$ cat src/rtl/geo_ram_seq.sv
// GeoRAM-style sequencer: power-up init burst, then C64 window accesses with
// opportunistic refresh, plus a fixed one-cycle read-return path.
module geo_ram_seq #(
    parameter int REFDIV  = 15,
    parameter int INITCYC = 100
) (
    input  logic        PHI2,
    input  logic        nRESET,
    input  logic        RamSEL,
    input  logic        nWE,
    input  logic [7:0]  A,
    input  logic [7:0]  WRD,
    input  logic [7:0]  Block,
    input  logic [5:0]  Window,
    input  logic [7:0]  RDQ,
    output logic [21:0] RA,
    output logic [1:0]  RCMD,
    output logic [7:0]  RWD,
    output logic [7:0]  RDD,
    output logic        RDV,
    output logic        Ready,
    output logic        RefOvf
);

    typedef enum logic {ST_INIT, ST_RUN} state_t;

    localparam logic [1:0] CMD_NOP   = 2'b00;
    localparam logic [1:0] CMD_READ  = 2'b01;
    localparam logic [1:0] CMD_WRITE = 2'b10;
    localparam logic [1:0] CMD_REF   = 2'b11;

    localparam int ICW = 11;
    localparam logic [ICW-1:0] INIT_NOP_END = ICW'(INITCYC);
    localparam logic [ICW-1:0] INIT_REF_END = ICW'(INITCYC + 8);
    localparam logic [7:0]     DIV_LAST     = 8'(REFDIV - 1);

    state_t          state_q, state_d;
    logic [ICW-1:0]  init_cnt_q, init_cnt_d;
    logic [7:0]      div_q, div_d;
    logic [2:0]      pend_q, pend_d;
    logic            ovf_q, ovf_d;
    logic [21:0]     ra_q, ra_d;
    logic [1:0]      cmd_q, cmd_d;
    logic [7:0]      rwd_q, rwd_d;
    logic [7:0]      rdd_q, rdd_d;
    logic            rdv_q, rdv_d;
    logic            ready_q, ready_d;
    logic            tick;
    logic            issue_ref;

    always_ff @(posedge PHI2 or negedge nRESET) begin
        if (!nRESET) begin
            state_q    <= ST_INIT;
            init_cnt_q <= '0;
            div_q      <= '0;
            pend_q     <= '0;
            ovf_q      <= 1'b0;
            ra_q       <= '0;
            cmd_q      <= CMD_NOP;
            rwd_q      <= '0;
            rdd_q      <= '0;
            rdv_q      <= 1'b0;
            ready_q    <= 1'b0;
        end else begin
            state_q    <= state_d;
            init_cnt_q <= init_cnt_d;
            div_q      <= div_d;
            pend_q     <= pend_d;
            ovf_q      <= ovf_d;
            ra_q       <= ra_d;
            cmd_q      <= cmd_d;
            rwd_q      <= rwd_d;
            rdd_q      <= rdd_d;
            rdv_q      <= rdv_d;
            ready_q    <= ready_d;
        end
    end

    always_comb begin
        state_d    = state_q;
        init_cnt_d = init_cnt_q;
        div_d      = div_q;
        pend_d     = pend_q;
        ovf_d      = ovf_q;
        ra_d       = ra_q;
        cmd_d      = CMD_NOP;
        rwd_d      = rwd_q;
        tick       = 1'b0;
        issue_ref  = 1'b0;
        ready_d    = ready_q;
        // Read data is taken the edge after READ was presented to the RAM.
        rdv_d      = (cmd_q == CMD_READ);
        rdd_d      = (cmd_q == CMD_READ) ? RDQ : rdd_q;

        case (state_q)
            ST_INIT: begin
                if (init_cnt_q < INIT_NOP_END) begin
                    init_cnt_d = init_cnt_q + 1'b1;
                end else if (init_cnt_q < INIT_REF_END) begin
                    init_cnt_d = init_cnt_q + 1'b1;
                    cmd_d      = CMD_REF;
                end else begin
                    state_d = ST_RUN;
                    ready_d = 1'b1;
                end
            end
            default: begin
                tick      = (div_q == DIV_LAST);
                div_d     = tick ? 8'd0 : div_q + 8'd1;
                issue_ref = !RamSEL && (pend_q != 3'd0);

                if (RamSEL) begin
                    ra_d  = {Block, Window, A};
                    cmd_d = nWE ? CMD_READ : CMD_WRITE;
                    if (!nWE) rwd_d = WRD;
                end else if (issue_ref) begin
                    cmd_d = CMD_REF;
                end

                // Tick plus issued refresh cancel out; overflow only when the tick is lost.
                case ({tick, issue_ref})
                    2'b10: begin
                        if (pend_q == 3'd7) ovf_d  = 1'b1;
                        else                pend_d = pend_q + 3'd1;
                    end
                    2'b01:   pend_d = pend_q - 3'd1;
                    default: pend_d = pend_q;
                endcase
            end
        endcase
    end

    assign RA     = ra_q;
    assign RCMD   = cmd_q;
    assign RWD    = rwd_q;
    assign RDD    = rdd_q;
    assign RDV    = rdv_q;
    assign Ready  = ready_q;
    assign RefOvf = ovf_q;

endmodule

$ cat config.mk
export PLATFORM = sky130hd
export DESIGN_NAME = geo_ram_seq
export DESIGN_NICKNAME = d
export VERILOG_FILES = /design/src/rtl/geo_ram_seq.sv
export SDC_FILE = /design/constraint.sdc
export NUM_CORES = 1
export LEC_CHECK = 0
export ABC_AREA = 1
export BUFFER_PORTS_ARGS = -buffer_cell sky130_fd_sc_hd__buf_2
export CAP_MARGIN = 15
export CORE_ASPECT_RATIO = 1.25
export CORE_UTILIZATION = 28
export CTS_CLUSTER_DIAMETER = 120
export DETAILED_ROUTE_END_ITERATION = 8
export REMOVE_ABC_BUFFERS = 1
export SLEW_MARGIN = 20
export SYNTH_ARGS = -nofsm -noshare
export SYNTH_HDL_FRONTEND = slang
export SYNTH_SLANG_ARGS = --single-unit
$ cat constraint.sdc
create_clock -name PHI2 -period 1.9 [get_ports PHI2]
set_clock_uncertainty 0.05 [all_clocks]
set_input_delay 0.285 -clock PHI2 [delete_from_list [all_inputs] [get_ports PHI2]]
set_output_delay 0.285 -clock PHI2 [all_outputs]
set_load 0.02 [all_outputs]
==> flow_summary.json <==
{
  "die_y_um": 114,
  "max_slew_margin_pct": 51.8,
  "ys_seq_area_share_pct": 59.2,
  "postCtsSetupRepairBufs": 0,
  "drt-total-wl_mm": 5.65,
  "core_region_area_um2": 9660,
  "fmax_mhz": 570,
  "ys_warn_count": 0,
  "start_util_pct": 28.9,
  "finalSetupViolCount": 0,
  "timing.rr.end": "pend_q[1]$_DFFE_PN0P_",
  "min-delay-start": "Block[3]",
  "dpl_cell_area_um2": 3370,
  "grt_pass1_vias": 2193,
  "rr_worst_depth": 10,
  "cts.path.max_buffers": 2,
  "finalPower_mw": 3.08,
  "power.leakage_nw": 2.08,
  "num_rows": 40,
  "ys_top_cells_by_area": "dfrtp_1 59%, nand2_1 17%, mux2_4 4.3%",
  "async_reset_ff_share_pct": 100,
  "start_kind": "flop",
  "finalHoldViolCount": 0,
  "wl_met3_um": 321,
  "yosys-top-cells-count": "124 x nand2_1, 66 x dfrtp_1, 23 x inv_1",
  "insertion_delay_ns": 0.32,
  "postRouteAntennaNets": 0,
  "synth_area_um2": 2790,
  "fin_setup_tns_ns": 0,
  "cts_sinks": 66,
  "die_width_um": 91.3,
  "r2r-start": "div_q[0]$_DFFE_PN0P_",
  "m1WireLength_mm": 2.39,
  "drc": 0,
  "top_layer_used": "met4",
  "p_per_area_nw_per_um2": 838,
  "fin_ws_ns": 0.145,
  "wl_per_cell_um": 10.9,
  "ys_types": 27,
  "report.final.slew_viol_count": 0,
  "status": "completed",
  "cts_buffers": 9,
  "pwr-share-comb_pct": 2.7,
  "yosys.area.top_type_share_pct": 59.2,
  "pre_cts_ws_ns": 0.113,
  "vdd.ir_drop.worst_mv": 0.457,
  "io_pins": 85,
  "finalCriticalPeriod_ns": 1.76,
  "rsz0062_at_grt": "false",
  "via_per_inst": 4.16,
  "clk_pin_slew_worst_paths_ns": 0.05,
  "p_switching_uw": 621,
  "cts_tree": "done",
  "yosys.cell_count.top_type": "nand2_1",
  "synth-seq-cells": 66,
  "maxCapViolCount": 0,
  "antenna_cells": 0,
  "cp-end-kind": "flop",
  "htree_num_levels": 3,
  "p_clk_share_pct": 51.6,
  "cp-endpoint": "pend_q[1]$_DFFE_PN0P_",
  "seqPwrFrac_pct": 45.7,
  "nNetsFinal": 433,
  "worstPathRequired_ns": 2.05,
  "stdcell_area_um2": 3670,
  "p_int_mw": 2.46,
  "grt-ovfl-total": 0,
  "hold_path_class": "in -> reg",
  "grt_pass1_wl_mm": 9.78,
  "worst_ep_arrival_time_ns": 1.90,
  "critical_path.startpoint": "div_q[0]$_DFFE_PN0P_",
  "syn_inst": 295,
  "crit_type": "reg -> reg",
  "p_sw_share_pct": 20.2,
  "drive_gt1_share_pct": 30.6,
  "port_buffers": 84,
  "avgSynthCellArea_um2": 9.46,
  "period_share_pct": 92.4,
  "ys.flop_type": "dfrtp_1",
  "dr.pass1.iters": 4,
  "grt_use_total_pct": 12.0,
  "dp_hpwl_mm": 4.06,
  "nFillCells": 982,
  "antenna_found_initial": 0,
  "cts_root_buffer": "clkbuf_16",
  "synth_largest_area_cell": "dfrtp_1",
  "synth-edff-count": 0,
  "grt_max_degree": 43,
  "area_delta_synth_final_pct": 31.6,
  "drt-initial-drc-count": 119,
  "place.gp.congestion": 0.707,
  "r2r_slack_ns": 0.14,
  "tightest_slew_ns": 0.722,
  "vias": 2155,
  "die_area_um2": 10400,
  "met2_length_mm": 2.86,
  "cp_max_fo": 3,
  "fin_util_pct": 38.0
}
critical path, stage by stage, from the launching register on:
cell,delay [ns]
dfrtp_1,0.36
inv_1,0.08
ha_1,0.21
nand2_1,0.06
nor2_1,0.03
nand2_1,0.08
nand2_1,0.08
fa_2,0.52
inv_1,0.03
nand2_1,0.04
o21ai_0,0.07
sequential cells by signal, indices dropped and copies added (netlist names), 2 cells and up:
| register | flops |
|---|---|
| pend_q | 3 |
| RWD | 8 |
| RA | 22 |
| div_q | 8 |
| RCMD | 2 |
| RDD | 8 |
| init_cnt_q | 11 |
placed cells by master (no fill, tap or decap):
cell           count
or2_1              1
clkbuf_16          9
nor2_2             1
nand4_1            1
inv_4              1
inv_1             23
clkinvlp_4         2
fa_2               1
nor3_4             1
nand2_1          124
nor2_4             1
a211oi_1           1
a21o_1             1
ha_1               3
clkinv_2           2
buf_2             84
a21oi_1            3
nor2_1            12
clkbuf_1           2
o21ai_0            5
dfrtp_1           66
buf_12             1
buf_4              5
nor3_1             3
xor2_1             9
inv_2              1
nand2_2            2
a31oi_1            2
mux2_4             8
dlygate4sd3_1      1
nand3_1           13
bufinv_16          1
o21bai_1           2
cells by family (layout without fill, tap and decap cells):
kind of cell | after synthesis | in the layout | synth area share, %
adder cells (fa/ha/maj) | 4 | 4 | 2.06
XOR/XNOR | 9 | 9 | 2.82
buffers and inverters | 35 | 132 | 5.42
flip-flops | 66 | 66 | 59.2
AO/OA/AOI/OAI | 14 | 14 | 2.96
multiplexers | 8 | 8 | 4.30
AND/OR/NAND/NOR | 159 | 159 | 23.3
how the worst min path moves through the flow:
stage,end,cells past startpoint
6_report,RA[17]$_DFFE_PN0P_,3
5_1_grt,RA[3]$_DFFE_PN0P_,3
4_1_cts,RA[17]$_DFFE_PN0P_,3
3_5_place_dp,RDD[2]$_DFFE_PN0P_,1
3_3_place_gp,RDV$_DFF_PN0_,1
2_1_floorplan,RA[0]$_DFFE_PN0P_,0
through the flow:
step                hold WS, ns  instances
floorplan               -0.0606        285
global placement          0.259        501
detailed placement        0.267        501
CTS                      0.0907        518
global route              0.104        518
finish                    0.103        518
layout make-up:
| class | count | area (um^2) | area share (%) |
|---|---|---|---|
| Tap cell | 126 | 158 | 4.29 |
| Clock inverter | 5 | 55.1 | 1.50 |
| Clock buffer | 11 | 233 | 6.34 |
| Sequential cell | 66 | 1650 | 45.0 |
| Timing Repair Buffer | 91 | 488 | 13.3 |
| Inverter | 25 | 96.3 | 2.62 |
| Multi-Input combinational cell | 194 | 991 | 27.0 |
power groups by stage:
stage	Combinational, mW	Clock (mW)	Sequential, mW
CTS	0.0882	1.64	1.41
finish	0.0839	1.59	1.41
detailed placement	0.0861	0	1.43
global placement	0.0849	0	1.43
global route	0.0959	1.70	1.41
floorplan	0.00734	0	1.43
layer usage:
layer / track usage [%] / up-vias
li1: - / 1092
met1: 13.9 / 1001
met2: 20.5 / 54
met3: 4.40 / 8
met4: 4.44 / 0
met5: 0 / -
timing repair:
item	in CTS	in global routing
hold buffers	1	0
gates resized for setup	0	1
setup endpoints to repair	0	1
endpoints found under the hold margin	24	0
No activity file was read; power rests on OpenSTA's default activity.
